## config.mk

```make
export PLATFORM = sky130hd
export DESIGN_NAME = implication_responder
export DESIGN_NICKNAME = d
export VERILOG_FILES = /design/src/rtl/implication_responder.sv
export SDC_FILE = /design/constraint.sdc
export NUM_CORES = 1
export LEC_CHECK = 0
export ABC_AREA = 1
export CAP_MARGIN = 25
export CORE_AREA = 2 2 39 41
export DETAILED_ROUTE_END_ITERATION = 16
export DIE_AREA = 0 0 41 43
export PLACE_DENSITY = 0.57
export RECOVER_POWER = 50
export SYNTH_ARGS = -nofsm -noshare
export SYNTH_HDL_FRONTEND = slang
export SYNTH_SLANG_ARGS = --single-unit
```

## constraint.sdc

```tcl
create_clock -name clk -period 3.2 [get_ports clk]
set_input_delay 0.64 -clock clk [delete_from_list [all_inputs] [get_ports clk]]
set_output_delay 0.64 -clock clk [all_outputs]
set_load 0.05 [all_outputs]
```

## src/rtl/implication_responder.sv

```systemverilog
// implication_responder: answers each accepted antecedent with one consequent pulse
// LATENCY cycles later, tracking in-flight requests and flagging drops at capacity.
`default_nettype none

module implication_responder #(
  parameter int LATENCY         = 1,
  parameter int MAX_OUTSTANDING = 4,
  parameter int CW              = $clog2(MAX_OUTSTANDING + 1)
) (
  input  logic          clk,
  input  logic          rst_n,
  input  logic          enable,
  input  logic          antecedent,
  input  logic          clear_overflow,
  output logic          consequent,
  output logic [CW-1:0] outstanding,
  output logic          busy,
  output logic          overflow
);

  logic accept;
  logic drop;

  generate
    if (LATENCY == 0) begin : g_comb
      // Overlapping form: the response is the accept itself, masked while in reset.
      assign accept      = enable && antecedent;
      assign consequent  = rst_n && accept;
      assign outstanding = '0;
      assign busy        = 1'b0;
    end else begin : g_pipe
      logic [LATENCY-1:0] line;
      logic [CW-1:0]      count;
      logic [CW-1:0]      count_next;
      logic               retire;
      logic               has_room;

      assign retire   = line[LATENCY-1];
      // A retiring response frees its slot in the same cycle.
      assign has_room = (count < CW'(MAX_OUTSTANDING)) || retire;
      assign accept   = enable && antecedent && has_room;

      always_comb begin
        count_next = count;
        if (accept && !retire) begin
          count_next = count + CW'(1);
        end else if (!accept && retire) begin
          count_next = count - CW'(1);
        end
      end

      always_ff @(posedge clk or negedge rst_n) begin
        if (!rst_n) begin
          line  <= '0;
          count <= '0;
          busy  <= 1'b0;
        end else begin
          line  <= (line << 1) | LATENCY'(accept);
          count <= count_next;
          busy  <= (count_next != '0);
        end
      end

      assign consequent  = retire;
      assign outstanding = count;
    end
  endgenerate

  assign drop = enable && antecedent && !accept;

  always_ff @(posedge clk or negedge rst_n) begin
    if (!rst_n) begin
      overflow <= 1'b0;
    end else if (drop) begin
      overflow <= 1'b1;
    end else if (clear_overflow) begin
      overflow <= 1'b0;
    end
  end

endmodule

`default_nettype wire

```

Yosys cells after proc, flatten, opt, wreduce, memory -nomap -nowiden
Cells that the tools add are included.
{"block": "word_totals", "elab_cells": 21, "output_inout_bits": 6, "input_bits": 5, "register_bits": 6}
{"block": "op_classes", "magnitude_cmp": 1, "muxes": 4, "reduce_logical": 10, "addsub": 2}
{"cell": "$mux 3", "n": 2}
{"cell": "$logic_and 1x1->1", "n": 5}
{"cell": "$add 3x1->3 const B", "n": 1}
{"cell": "$lt 3x3->1 const B", "n": 1}
{"cell": "$reduce_bool 3->1", "n": 1}
{"cell": "$sub 3x1->3 const B", "n": 1}
{"cell": "$logic_not 1->1", "n": 2}
{"cell": "$mux 1", "n": 2}
{"cell": "$reduce_bool 2->1", "n": 1}
{"cell": "$logic_or 1x1->1", "n": 1}

Logic depth before layout (Yosys ltp)
{"block": "logic_depth", "depth_word": 8, "depth_mapped": 7, "depth_no_buf": 7}

Worst setup path after synthesis
Ideal clock, no wire load.
{"block": "synth_path", "path_type": "reg-to-reg", "from": "register g_pipe.count[0], in the netlist outstanding[0]", "to": "register busy", "arrival_time_ns": 1.461, "n_path_buf": 0, "stages_incl_launch_ff": 8, "setup_time_ns": 0.120, "slack_ns": 1.619, "t_required_ns": 3.080, "period_less_slack_ns": 1.581, "cell_sequence": "dfrtp_1 inv_1 ha_1 nand3_1 nand3_1 nand2_2 nor2_2 nand2_1"}
{"block": "synth_between", "elab_chain_len": 8, "elab_cells_between_ends": 11, "cone_classes": "2 x add/sub; 1 x order compare; 2 x mux; 6 x reduce/logical"}
{"element": "from (decl)", "line": "33", "source": "logic [CW-1:0] count;"}
{"element": "from (signal assigned)", "line": "59", "source": "count <= count_next;"}
{"element": "$lt 3x3->1", "line": "40", "source": "assign has_room = (count < CW'(MAX_OUTSTANDING)) || retire;"}
{"element": "$logic_or 1x1->1", "line": "40"}
{"element": "$logic_and 1x1->1", "line": "41", "source": "assign accept = enable && antecedent && has_room;"}
{"element": "$logic_not 1->1", "line": "47", "source": "end else if (!accept && retire) begin"}
{"element": "$logic_and 1x1->1", "line": "47"}
{"element": "$mux 3", "line": "47"}
{"element": "$mux 3 (*)", "line": "45", "source": "if (accept && !retire) begin"}
{"element": "named net g_pipe.count_next[1]", "line": "34", "source": "logic [CW-1:0] count_next;"}
{"element": "$reduce_bool 3->1 (*)", "line": "60", "source": "busy <= (count_next != '0);"}
{"element": "to (signal assigned)", "line": "60"}
{"element": "to (decl)", "line": "17", "source": "output logic busy,"}
Mark *: on every way through the listed nets, which the timed path passes. The rest lies on a longest branch.
A chain may end at the register's enable or synchronous reset.

Final worst setup path
{"block": "layout_path", "from": "register g_pipe.line, in the netlist consequent", "to": "output port consequent"}
{"element": "from (decl)", "line": "32", "source": "logic [LATENCY-1:0] line;"}
{"element": "from (signal assigned)", "line": "58", "source": "line <= (line << 1) | LATENCY'(accept);"}
{"element": "to (decl)", "line": "15", "source": "output logic consequent,"}
No word-level cell between the ends.

==> impl_summary.md <==
STA
The final period utilization is about two thirds. For the finished layout, the period the worst path requires is 2.16 ns. The max-slew violation total from the final report is 0. Across the routed clock network, the largest skew measured is slightly below 0.0005 ns.

The worst pin sits at a relative slew slack of around 67%. Setup repair after global routing left no endpoint under its margin. Setup violations remaining at the end of the flow were counted as 0.

For this run, the top clock speed supported by timing is 463 MHz. At the pin with the least slew margin, the transition time is between 0.4 and 0.5 ns. The worst setup slack after layout is roughly 1.0 ns. The number of hold violations in the final report is 0.

After routing, the total negative slack on setup checks comes to 0 ns.

Power
Sequential cells burn about a quarter of the power. The switching share of power is approximately half. In this run the power spent charging and discharging nets is 0.245 mW.

After layout, the design draws a total of about 0.5 mW. The peak supply drop is about 410 uV. The internal power is about 0.25 mW. The power density of the placed cells is approximately 1100 nW/um^2. In this run, the clock network consumes a little over an eighth of the power. The fraction of power consumed by combinational cells is 60.2%. For this design the static power due to leakage is around 0.22 nW.

Worst hold path
The type of the worst min-delay path is reg -> reg.

Global route
The leftover overflow at the end of global routing is 0. The wire length of the first global-routing pass is approximately 1.1 mm. The largest net degree at the start of global routing is 8. The combined global-route utilization of all metal layers is a little under 10%.

The number of global-route vias before repair was ~290. The number of antenna violations at the first check in global routing is 0.

Detailed routing
The total length of routed wires is between 500 and 600 microns. The first-pass iteration count of the detailed router is 4. The number of remaining DRC errors is 0. The detail-routed via count per cell is 4.02. The routed wirelength normalized by instance count is between 8 and 9 microns. For this block, the via count after detailed routing is between 200 and 300.

The final antenna-violating net count is 0. In this run, the number of DRC markers left after iteration 0 of detailed routing was 1.

Die
Once the floorplan was initialized, standard cells occupied between 20% and 30% of the core. In this run the count of I/O pins placed on the die edge is 11. The core region is 1380 sq um. The area of the die is ~1800 sq um. The number of cell rows is 14. The horizontal extent of the die is 41 microns. The die height is between 40 and 50 microns.

Finish
The area taken by flip-flops and latches is 150 sq um. In the layout the commonest cells are sky130_fd_sc_hd__clkdlybuf4s50_1 (9), sky130_fd_sc_hd__nand2_1 (6), sky130_fd_sc_hd__inv_1 (6), sky130_fd_sc_hd__nand3_1 (6), sky130_fd_sc_hd__dfrtp_1 (6). The filler cells instantiated in the layout total 149. The antenna diode count is 0. In the final design database the tool counted 58 nets. The post-route netlist has a little under a fifth of its cells at a drive strength greater than 1. The multi-input combinational cells in the finished layout cover a total of between 100 and 150 sq um. The count of non-filler cells in the finished layout is 65. The library cell used most frequently in the layout, excluding fill and tap cells, is sky130_fd_sc_hd__clkdlybuf4s50_1. Once layout is done, the placed cells without fillers occupy approximately 460 sq um. Compared with the post-synthesis result, the final layout area differs by 41.7%.

Clock tree
The buffer cell driving the clock tree root is sky130_fd_sc_hd__clkbuf_4. After clock tree synthesis, the setup repair step added 0 buffers. The longest clock path from root to sink contains 2 buffers. The clock slew seen by the registers of the worst setup and hold paths is 0.04 ns. After clock tree synthesis, the flow added hold-fix buffers numbering 0. The total number of clock tree sinks is 6. CTS built an H-tree with a depth of 1. Gates resized during post-CTS repair numbered 0. The TritonCTS clock tree is built. The number of clock buffers inserted by TritonCTS is 3. The clock reaches the later pin of the worst-skew pair after between 0.2 and 0.25 ns.

Setup path
The family with the most delay on the worst path is buffers and inverters. The number of buffers and inverters on the critical path is 1. The master of the slowest instance on the critical path is sky130_fd_sc_hd__clkdlybuf4s50_1. At the worst endpoint, the arrival time is ~1.5 ns. The critical path launch point type is a flop. The critical path goes through clkdlybuf4s50_1. The worst-path maximum fanout is 7. The endpoint kind of the worst setup timing path is an output pin.

For flop-to-flop paths, the worst setup slack is approximately 2.0 ns. The largest incremental delay on the critical path is about 0.84 ns. The endpoint required time on the critical path is about 2.6 ns. The critical path is of the reg -> out type.

Synth
Synthesis handed over a netlist of 36 instances. The average instance area after synthesis is between 9 and 10 sq um. The synthesized area is ~320 sq um. Counting every net in the synthesized netlist gives between 40 and 50. The number of synthesized register bits is 6.

For this run, the number of Yosys warnings is 0. The number of distinct library cells after synthesis is 13. Summing the sequential cell areas from Yosys gives between 40% and 50% of the chip area.

Place
The cell count after placement is between 60 and 70. The global placer's final weighted congestion is around 0.74. Summed over all nets, the half-perimeter wirelength after detailed placement is between 500 and 600 microns. The minimum setup slack after placement is between 1 and 1.5 ns. In this run the cell area measured after placement is 444 sq um. In this run the tool buffered the top-level ports with 10 buffer cells.

Status
The run finished with clean final reports.

Flow run
The number of maximum-capacitance constraint violations is 0.
==> final timing paths <==
check	start	end	cells after the start
min reg2reg	overflow	overflow	2
max	consequent	consequent	1
min	overflow	overflow	2
min in group asynchronous	rst_n	outstanding[2]	1
max in group asynchronous	rst_n	busy	1
max reg2reg	outstanding[0]	busy	7
==> worst min-delay path, cell delays in order (launching register included) <==
cell and delay (ns):
sky130_fd_sc_hd__dfrtp_1 0.37, sky130_fd_sc_hd__inv_1 0.05, sky130_fd_sc_hd__o21ai_0 0.06
==> registers in the layout, summed over array words and instances, names as in the netlist <==
signal	flops
outstanding	3
busy	1
consequent	1
overflow	1
==> stage by stage <==
| stage | hold slack (ns) | util, % |
|---|---|---|
| 2_1_floorplan | 0.344 | - |
| 6_report | 0.529 | 33.2 |
| 3_3_place_gp | 0.522 | 32.1 |
| 4_1_cts | 0.529 | 33.7 |
| 5_1_grt | 0.558 | 33.2 |
| 3_5_place_dp | 0.523 | 32.1 |
==> cell usage after synthesis <==
master / number / area (sq um)
sky130_fd_sc_hd__nand2_2: 4 / 25.0
sky130_fd_sc_hd__ha_1: 2 / 25.0
sky130_fd_sc_hd__inv_2: 1 / 3.75
sky130_fd_sc_hd__o21ai_0: 1 / 5.00
sky130_fd_sc_hd__nand3_2: 1 / 10.0
sky130_fd_sc_hd__nor2_1: 2 / 7.51
sky130_fd_sc_hd__nand3_1: 5 / 25.0
sky130_fd_sc_hd__nand2_1: 5 / 18.8
sky130_fd_sc_hd__xor2_2: 1 / 16.3
sky130_fd_sc_hd__dfrtp_1: 6 / 150
sky130_fd_sc_hd__inv_1: 5 / 18.8
sky130_fd_sc_hd__nor2_2: 2 / 12.5
sky130_fd_sc_hd__nand4_1: 1 / 6.26
==> cells by family after synthesis <==
| family | count (synthesis) | synth area share [%] |
|---|---|---|
| AO/OA/AOI/OAI | 1 | 1.54 |
| XOR/XNOR | 1 | 5.02 |
| AND/OR/NAND/NOR | 20 | 32.4 |
| adder cells (fa/ha/maj) | 2 | 7.72 |
| buffers and inverters | 6 | 6.95 |
| flip-flops | 6 | 46.3 |
==> power by group through the flow <==
stage,logic (mW),registers (mW),clock network (mW)
after floorplan,0.103,0.242,0
after global placement,0.306,0.134,0
after CTS,0.307,0.133,0.0696
after detailed placement,0.306,0.134,0
final,0.298,0.132,0.0656
after global routing,0.326,0.136,0.0767
==> metal layers <==
metal | routed length (microns) | track usage [%]
met5 | 0 | 0
met4 | 0 | 8.00
met3 | 0 | 1.57
met2 | 326 | 13.1
met1 | 252 | 12.6
==> cell type report <==
cell class / count / area share (%)
clock buffers: 3 / 4.90
inverters: 6 / 4.90
multi-input cells: 24 / 31.3
flip-flops and latches: 6 / 32.7
well taps: 16 / 4.36
repair buffers: 10 / 21.8
(Power assumes the default switching activity.)
